## src/rtl/regfile_arbiter_pkg.sv

```systemverilog
// Shared types and defaults for the register-file arbiter and its dump engine.
// Optional debug write port is enabled with REGFILE_ARB_DBG_WRITE_EN.
package regfile_arbiter_pkg;

   localparam int NB_DATA_DEF = 32;
   localparam int NB_ADDR_DEF = 5;
   localparam int N_REGS_DEF  = 32;

   typedef enum logic [2:0] {
      ST_IDLE = 3'd0,
      ST_REQ  = 3'd1,
      ST_READ = 3'd2,
      ST_HOLD = 3'd3,
      ST_DONE = 3'd4
   } dump_state_t;

   // r0 is hardwired to zero in MIPS, so any write aimed at it is dropped.
   function automatic logic write_allowed(input logic [31:0] index);
      return (index != 32'd0);
   endfunction

endpackage

```

## src/rtl/regfile_arbiter_if.sv

```systemverilog
// Debug-unit side of the register-file arbiter: dump handshake and, with
// REGFILE_ARB_DBG_WRITE_EN, the debug write request channel.
interface regfile_arbiter_if
   import regfile_arbiter_pkg::*;
#(
   parameter int NB_DATA = NB_DATA_DEF,
   parameter int NB_ADDR = NB_ADDR_DEF
);

   logic               dbg_dump_start;
   logic               dbg_busy;
   logic               dbg_valid;
   logic               dbg_ready;
   logic [NB_ADDR-1:0] dbg_addr;
   logic [NB_DATA-1:0] dbg_data;
   logic               dbg_done;
`ifdef REGFILE_ARB_DBG_WRITE_EN
   logic               dbg_wr_req;
   logic [NB_ADDR-1:0] dbg_wr_addr;
   logic [NB_DATA-1:0] dbg_wr_data;
   logic               dbg_wr_ack;

   modport master (
      output dbg_dump_start, dbg_ready, dbg_wr_req, dbg_wr_addr, dbg_wr_data,
      input  dbg_busy, dbg_valid, dbg_addr, dbg_data, dbg_done, dbg_wr_ack
   );
   modport slave (
      input  dbg_dump_start, dbg_ready, dbg_wr_req, dbg_wr_addr, dbg_wr_data,
      output dbg_busy, dbg_valid, dbg_addr, dbg_data, dbg_done, dbg_wr_ack
   );
`else
   modport master (
      output dbg_dump_start, dbg_ready,
      input  dbg_busy, dbg_valid, dbg_addr, dbg_data, dbg_done
   );
   modport slave (
      input  dbg_dump_start, dbg_ready,
      output dbg_busy, dbg_valid, dbg_addr, dbg_data, dbg_done
   );
`endif

endinterface

```

## src/rtl/regfile_dump_fsm.sv

```systemverilog
// Dump engine: halts the pipeline, then streams r0..N_REGS-1 to the debug
// unit one word per valid/ready handshake.
module regfile_dump_fsm
   import regfile_arbiter_pkg::*;
#(
   parameter int NB_DATA = NB_DATA_DEF,
   parameter int NB_ADDR = NB_ADDR_DEF,
   parameter int N_REGS  = N_REGS_DEF
) (
   input  logic               clk,
   input  logic               reset,
   input  logic               stall_ack,
   input  logic               dump_start,
   input  logic               ready,
   input  logic [NB_DATA-1:0] rf_read_data,
   output logic               stall_req,
   output logic               busy,
   output logic               valid,
   output logic               done,
   output logic               idle,
   output logic               dump_read,
   output logic [NB_ADDR-1:0] idx,
   output logic [NB_ADDR-1:0] addr,
   output logic [NB_DATA-1:0] data
);

   localparam logic [NB_ADDR-1:0] LAST_IDX = NB_ADDR'(N_REGS - 1);
   localparam logic [NB_ADDR-1:0] ONE_IDX  = NB_ADDR'(1);

   dump_state_t state;

   assign idle      = (state == ST_IDLE);
   assign dump_read = (state == ST_READ) || (state == ST_HOLD);

   // Dump sequencer with all handshake outputs registered.
   always_ff @(posedge clk or negedge reset) begin
      if (!reset) begin
         state     <= ST_IDLE;
         idx       <= {NB_ADDR{1'b0}};
         stall_req <= 1'b0;
         busy      <= 1'b0;
         valid     <= 1'b0;
         done      <= 1'b0;
         addr      <= {NB_ADDR{1'b0}};
         data      <= {NB_DATA{1'b0}};
      end else begin
         case (state)
            ST_IDLE: begin
               if (dump_start) begin
                  state     <= ST_REQ;
                  stall_req <= 1'b1;
                  busy      <= 1'b1;
               end
            end
            ST_REQ: begin
               if (stall_ack) begin
                  state <= ST_READ;
               end
            end
            ST_READ: begin
               data  <= rf_read_data;
               addr  <= idx;
               valid <= 1'b1;
               state <= ST_HOLD;
            end
            ST_HOLD: begin
               // Word stays frozen until the debug unit takes it.
               if (valid && ready) begin
                  valid <= 1'b0;
                  if (idx == LAST_IDX) begin
                     state <= ST_DONE;
                     done  <= 1'b1;
                  end else begin
                     idx   <= idx + ONE_IDX;
                     state <= ST_READ;
                  end
               end
            end
            ST_DONE: begin
               done      <= 1'b0;
               stall_req <= 1'b0;
               busy      <= 1'b0;
               idx       <= {NB_ADDR{1'b0}};
               state     <= ST_IDLE;
            end
            default: begin
               state     <= ST_IDLE;
               idx       <= {NB_ADDR{1'b0}};
               stall_req <= 1'b0;
               busy      <= 1'b0;
               valid     <= 1'b0;
               done      <= 1'b0;
            end
         endcase
      end
   end

endmodule

```

## src/rtl/regfile_arbiter.sv

```systemverilog
// Shares the MIPS register file write port and read port 1 between the
// pipeline and the debug unit. Debug writes exist only with REGFILE_ARB_DBG_WRITE_EN.
module regfile_arbiter
   import regfile_arbiter_pkg::*;
#(
   parameter int NB_DATA = NB_DATA_DEF,
   parameter int NB_ADDR = NB_ADDR_DEF,
   parameter int N_REGS  = N_REGS_DEF
) (
   input  logic               clk,
   input  logic               reset,
   input  logic               wb_reg_write,
   input  logic [NB_ADDR-1:0] wb_write_register,
   input  logic [NB_DATA-1:0] wb_write_data,
   input  logic [NB_ADDR-1:0] id_read_register_1,
   output logic [NB_DATA-1:0] id_read_data_1,
   output logic               stall_req,
   input  logic               stall_ack,
   regfile_arbiter_if.slave   dbg,
   output logic               rf_RegWrite,
   output logic [NB_ADDR-1:0] rf_write_register,
   output logic [NB_DATA-1:0] rf_write_data,
   output logic [NB_ADDR-1:0] rf_read_register_1,
   input  logic [NB_DATA-1:0] rf_read_data_1
);

   logic               fsm_busy;
   logic               fsm_valid;
   logic               fsm_done;
   logic               fsm_idle;
   logic               dump_read;
   logic [NB_ADDR-1:0] dump_idx;
   logic [NB_ADDR-1:0] dump_addr;
   logic [NB_DATA-1:0] dump_data;
   logic               wr_en;

   regfile_dump_fsm #(
      .NB_DATA (NB_DATA),
      .NB_ADDR (NB_ADDR),
      .N_REGS  (N_REGS)
   ) u_dump_fsm (
      .clk          (clk),
      .reset        (reset),
      .stall_ack    (stall_ack),
      .dump_start   (dbg.dbg_dump_start),
      .ready        (dbg.dbg_ready),
      .rf_read_data (rf_read_data_1),
      .stall_req    (stall_req),
      .busy         (fsm_busy),
      .valid        (fsm_valid),
      .done         (fsm_done),
      .idle         (fsm_idle),
      .dump_read    (dump_read),
      .idx          (dump_idx),
      .addr         (dump_addr),
      .data         (dump_data)
   );

   assign dbg.dbg_busy  = fsm_busy;
   assign dbg.dbg_valid = fsm_valid;
   assign dbg.dbg_done  = fsm_done;
   assign dbg.dbg_addr  = dump_addr;
   assign dbg.dbg_data  = dump_data;

   assign id_read_data_1     = rf_read_data_1;
   assign rf_read_register_1 = dump_read ? dump_idx : id_read_register_1;

`ifdef REGFILE_ARB_DBG_WRITE_EN
   logic dbg_grant;
   logic wr_ack;

   // Write port mux: WB first, debug write only in an idle cycle with no WB write.
   always_comb begin
      rf_write_register = wb_write_register;
      rf_write_data     = wb_write_data;
      wr_en             = wb_reg_write;
      dbg_grant         = 1'b0;
      // The ack cycle blocks a re-grant while the requester is still dropping req.
      if (!wb_reg_write && dbg.dbg_wr_req && fsm_idle && !wr_ack) begin
         rf_write_register = dbg.dbg_wr_addr;
         rf_write_data     = dbg.dbg_wr_data;
         wr_en             = 1'b1;
         dbg_grant         = 1'b1;
      end else begin
         dbg_grant         = 1'b0;
      end
      rf_RegWrite = wr_en && write_allowed(32'(rf_write_register));
   end

   // Acknowledge lands the cycle after the debug write hits the regfile.
   always_ff @(posedge clk or negedge reset) begin
      if (!reset) begin
         wr_ack <= 1'b0;
      end else begin
         wr_ack <= dbg_grant;
      end
   end

   assign dbg.dbg_wr_ack = wr_ack;
`else
   // Write port carries WB only; r0 writes are suppressed.
   always_comb begin
      rf_write_register = wb_write_register;
      rf_write_data     = wb_write_data;
      wr_en             = wb_reg_write;
      rf_RegWrite       = wr_en && write_allowed(32'(rf_write_register));
   end
`endif

endmodule

```

## src/flat_wrapper.sv

```systemverilog
// flat-port wrapper written by rule: the top's interface ports become plain ports
module regfile_arbiter_flat import regfile_arbiter_pkg::*;
#(
   parameter int NB_DATA = NB_DATA_DEF,
   parameter int NB_ADDR = NB_ADDR_DEF,
   parameter int N_REGS  = N_REGS_DEF
)
  (clk, reset, wb_reg_write, wb_write_register, wb_write_data, id_read_register_1, id_read_data_1, stall_req, stall_ack, rf_RegWrite, rf_write_register, rf_write_data, rf_read_register_1, rf_read_data_1, dbg_dbg_dump_start, dbg_dbg_ready, dbg_dbg_busy, dbg_dbg_valid, dbg_dbg_addr, dbg_dbg_data, dbg_dbg_done);
  regfile_arbiter_if #(.NB_DATA(NB_DATA), .NB_ADDR(NB_ADDR)) dbg_i ();
  input  logic clk;
  input  logic reset;
  input  logic wb_reg_write;
  input  logic [NB_ADDR-1:0] wb_write_register;
  input  logic [NB_DATA-1:0] wb_write_data;
  input  logic [NB_ADDR-1:0] id_read_register_1;
  output logic [NB_DATA-1:0] id_read_data_1;
  output logic stall_req;
  input  logic stall_ack;
  output logic rf_RegWrite;
  output logic [NB_ADDR-1:0] rf_write_register;
  output logic [NB_DATA-1:0] rf_write_data;
  output logic [NB_ADDR-1:0] rf_read_register_1;
  input  logic [NB_DATA-1:0] rf_read_data_1;
  input wire logic [$bits(dbg_i.dbg_dump_start)-1:0] dbg_dbg_dump_start;
  input wire logic [$bits(dbg_i.dbg_ready)-1:0] dbg_dbg_ready;
  output wire logic [$bits(dbg_i.dbg_busy)-1:0] dbg_dbg_busy;
  output wire logic [$bits(dbg_i.dbg_valid)-1:0] dbg_dbg_valid;
  output wire logic [$bits(dbg_i.dbg_addr)-1:0] dbg_dbg_addr;
  output wire logic [$bits(dbg_i.dbg_data)-1:0] dbg_dbg_data;
  output wire logic [$bits(dbg_i.dbg_done)-1:0] dbg_dbg_done;
  assign dbg_i.dbg_dump_start = dbg_dbg_dump_start;
  assign dbg_i.dbg_ready = dbg_dbg_ready;
  assign dbg_dbg_busy = dbg_i.dbg_busy;
  assign dbg_dbg_valid = dbg_i.dbg_valid;
  assign dbg_dbg_addr = dbg_i.dbg_addr;
  assign dbg_dbg_data = dbg_i.dbg_data;
  assign dbg_dbg_done = dbg_i.dbg_done;
  regfile_arbiter #(.NB_DATA(NB_DATA), .NB_ADDR(NB_ADDR), .N_REGS(N_REGS)) u_core (.clk(clk), .reset(reset), .wb_reg_write(wb_reg_write), .wb_write_register(wb_write_register), .wb_write_data(wb_write_data), .id_read_register_1(id_read_register_1), .id_read_data_1(id_read_data_1), .stall_req(stall_req), .stall_ack(stall_ack), .dbg(dbg_i), .rf_RegWrite(rf_RegWrite), .rf_write_register(rf_write_register), .rf_write_data(rf_write_data), .rf_read_register_1(rf_read_register_1), .rf_read_data_1(rf_read_data_1));
endmodule
```

## config.mk

```make
export PLATFORM = sky130hd
export DESIGN_NAME = regfile_arbiter_flat
export DESIGN_NICKNAME = d
export VERILOG_FILES = /design/src/rtl/regfile_arbiter_pkg.sv /design/src/rtl/regfile_arbiter_if.sv /design/src/rtl/regfile_dump_fsm.sv /design/src/rtl/regfile_arbiter.sv /design/src/flat_wrapper.sv
export SDC_FILE = /design/constraint.sdc
export NUM_CORES = 1
export LEC_CHECK = 0
export ABC_AREA = 1
export CAP_MARGIN = 10
export CORE_ASPECT_RATIO = 1.25
export CORE_UTILIZATION = 38
export CTS_CLUSTER_DIAMETER = 60
export DETAILED_ROUTE_END_ITERATION = 16
export GPL_TIMING_DRIVEN = 0
export PLACE_DENSITY = 0.87
export SYNTH_ARGS = -nofsm -noshare
export SYNTH_HDL_FRONTEND = slang
export SYNTH_HIERARCHICAL = 1
export SYNTH_SLANG_ARGS = --single-unit
```

## constraint.sdc

```tcl
create_clock -name clk -period 4.2 [get_ports clk]
set_input_delay 0.84 -clock clk [delete_from_list [all_inputs] [get_ports clk]]
set_output_delay 0.84 -clock clk [all_outputs]
set_load 0.03 [all_outputs]
```

==> summary.txt <==
Routing
  • Detailed Route Iter0 Violations: 111
  • Drt drc: 0
  • Total number of vias: 2712
  • Wire length per cell: 13.1 um
  • Pre-antenna DRT Iters: 4
  • Detailed Route WL: 7720 um
  • Antenna viol nets, final: 0
  • DR vias/cell: 4.60

Power and ir drop
  • Peak VDD IR: 354 uV
  • P_int: 1460 uW
  • NetSw: 1240 uW
  • Pwr/cell area: 589 mW/mm2
  • Sequential share of power: 28.1%
  • Clk pwr share: 10.7%
  • Sw Ratio: 46.0%
  • Comb pwr share: 61.1%
  • Lkg Pwr: 0.00226 uW

Timing
  • Setup-failing EPs final: 0
  • Skew final: 0.0110 ns
  • Slew headroom: 66.5%
  • Max Clock Freq: 316 MHz
  • RSZ-0062 raised after global routing: no
  • Final Hold Fails: 0
  • Min Hold Slack: 0.474 ns
  • Worst slew pin tran: 0.502 ns
  • Min Tclk post-route: 3.16 ns
  • Period utilization: 75.3%
  • Setup TNS: 0 ns
  • Max-slew violation count: 0

Worst setup path
  • Worst reg2reg path depth: 8
  • Worst Path Required: 3.36 ns
  • Reg2Reg Setup Slack: 2.62 ns
  • Startpoint Class: flop
  • Critical register-to-register path startpoint: u_core/u_dump_fsm/idx[1]
  • RR Endpoint: u_core/u_dump_fsm/idx[4]
  • Largest fanout on the critical path: 10
  • Crit path kind: flop to primary output
  • CP Capture Type: primary output
  • Arrival @ worst endpoint: 2.32 ns

Worst hold path
  • Min-delay src: u_core/u_dump_fsm/addr[2]
  • WHS Endpoint: u_core/u_dump_fsm/addr[2]
  • Worst hold-check path type: flop to flop
  • Hold Path Stages: 2

Job
  • Total of max-cap violations: 0

Cells and area
  • Cell area after layout: 0.00457 mm2
  • Ant diodes: 0
  • Layout Cells excl Fill: 590
  • Fill cells: 561
  • Share of cells above drive strength 1: 20.4%
  • Synth-to-Final Area Change: 68.3%
  • Nets: 582

Global routing
  • GRT busiest layer: met2
  • M3 GR Usage: 5.92%
  • Met2 Track Usage GR: 39.2%
  • Largest net degree at the start of global routing: 30
  • First-pass GRT wire length: 11800 um
  • Vias in the first global route: 2549
  • Met1 usage: 21.3%
  • GR Util All Layers: 20.3%
  • Global route total overflow: 0
  • Initial antenna violation count: 0

Placement
  • Detailed Place HPWL: 6260 um
  • PortBufs: 163
  • DP Cell Count: 583
  • Area after DPL: 0.00447 mm2
  • RD Place Congestion: 0.833

Die
  • Die W: 77.6 um
  • Core Box Area: 0.00693 mm2
  • I/O pin count: 196
  • Initial Util: 39.2%
  • # rows: 34
  • Die Area: 0.00749 mm2
  • Die Ht: 96.5 um

Clock network
  • Cts-stage hold buffer count: 0
  • Max Root-Sink Buffers: 2
  • CTS tree: done
  • Post-cts resize count: 0
  • Clk Latency, worst-skew pair: 0.30 ns
  • Post-CTS Setup Bufs: 0
  • Clock Tree Root: clkbuf_8
  • Clk slew on worst S/H paths: 0.09 ns
  • CTS sink cnt: 48
  • Htree depth: 2
  • Inserted Clock Buffers: 5

Yosys
  • Avg Inst Size Synth: 8.25 um2
  • Yosys warning total: 6
  • Syn nets: 411
  • Syn Std Cell Area: 0.00272 mm2
  • Cells after Synth: 329

Status
  • Status: finished clean
cell usage in the layout (no fill, tap or decap):
| master | instances |
|---|---|
| a21oi_1 | 1 |
| buf_12 | 1 |
| buf_2 | 4 |
| buf_4 | 74 |
| buf_6 | 5 |
| clkbuf_8 | 7 |
| clkdlybuf4s50_1 | 162 |
| dfrtp_1 | 48 |
| ha_1 | 2 |
| inv_1 | 17 |
| inv_2 | 2 |
| nand2_1 | 104 |
| nand2_2 | 1 |
| nand2_4 | 1 |
| nand3_1 | 41 |
| nand3b_1 | 1 |
| nand4_1 | 1 |
| nor2_1 | 10 |
| nor2_4 | 2 |
| o21ai_0 | 6 |
| o21ai_1 | 5 |
| o21ai_2 | 5 |
power groups by stage:
stage          Clock (uW)  Combinational (uW)  Sequential [uW]
2_1_floorplan           0                 693             1070
3_5_place_dp            0                1660              765
3_3_place_gp            0                1620              756
6_report              289                1650              758
4_1_cts               299                1660              757
5_1_grt               320                1770              783
cell type report:
class / count / area (um2) / area share, %
flip-flops and latches: 48 / 1200 / 26.3
well taps: 90 / 113 / 2.46
clock buffers: 7 / 96.3 / 2.11
multi-input cells: 180 / 816 / 17.8
plain buffers: 82 / 627 / 13.7
inverters: 19 / 71.3 / 1.56
repair buffers: 164 / 1650 / 36.0
registers in the layout, indices dropped and copies added, names as in the netlist:
signal / flops
u_core/u_dump_fsm/done: 1
u_core/u_dump_fsm/valid: 1
u_core/u_dump_fsm/state: 3
u_core/u_dump_fsm/idx: 5
u_core/u_dump_fsm/busy: 1
u_core/u_dump_fsm/data: 32
u_core/u_dump_fsm/addr: 5
how the worst max path moves through the flow:
stage / cells past startpoint / startpoint / endpoint
global route: 6 / u_core/u_dump_fsm/state[2] / rf_read_register_1[1]
finish: 6 / u_core/u_dump_fsm/state[2] / rf_read_register_1[1]
detailed placement: 6 / wb_write_register[3] / rf_RegWrite
floorplan: 5 / u_core/u_dump_fsm/state[2] / rf_read_register_1[3]
global placement: 1 / reset / u_core/u_dump_fsm/data[25]
CTS: 6 / u_core/u_dump_fsm/state[2] / rf_read_register_1[1]
critical path, stage by stage, from the launching register on:
cell and delay (ns):
dfrtp_1 0.48, nor2_4 0.33, buf_4 0.25, buf_6 0.15, nand2_1 0.05, o21ai_1 0.08
clkdlybuf4s50_1 0.69
layer usage:
metal / part of all wire, % / wire length, um / vias to the layer above
met5: 0 / 0 / -
met4: 1.0 / 78 / 0
met3: 8.1 / 625 / 8
met2: 55 / 4210 / 146
met1: 36 / 2810 / 1258
li1: - / - / 1300
through the flow:
| step | power (uW) | util (%) | worst slack, ns |
|---|---|---|---|
| after floorplan | 1760 | - | 2.02 |
| after global placement | 2370 | 64.3 | 0.982 |
| after detailed placement | 2420 | 64.5 | 1.12 |
| after CTS | 2710 | 65.9 | 1.02 |
| after global routing | 2880 | 65.9 | 0.900 |
| final | 2690 | 65.9 | 1.04 |
(Power assumes the default switching activity.)
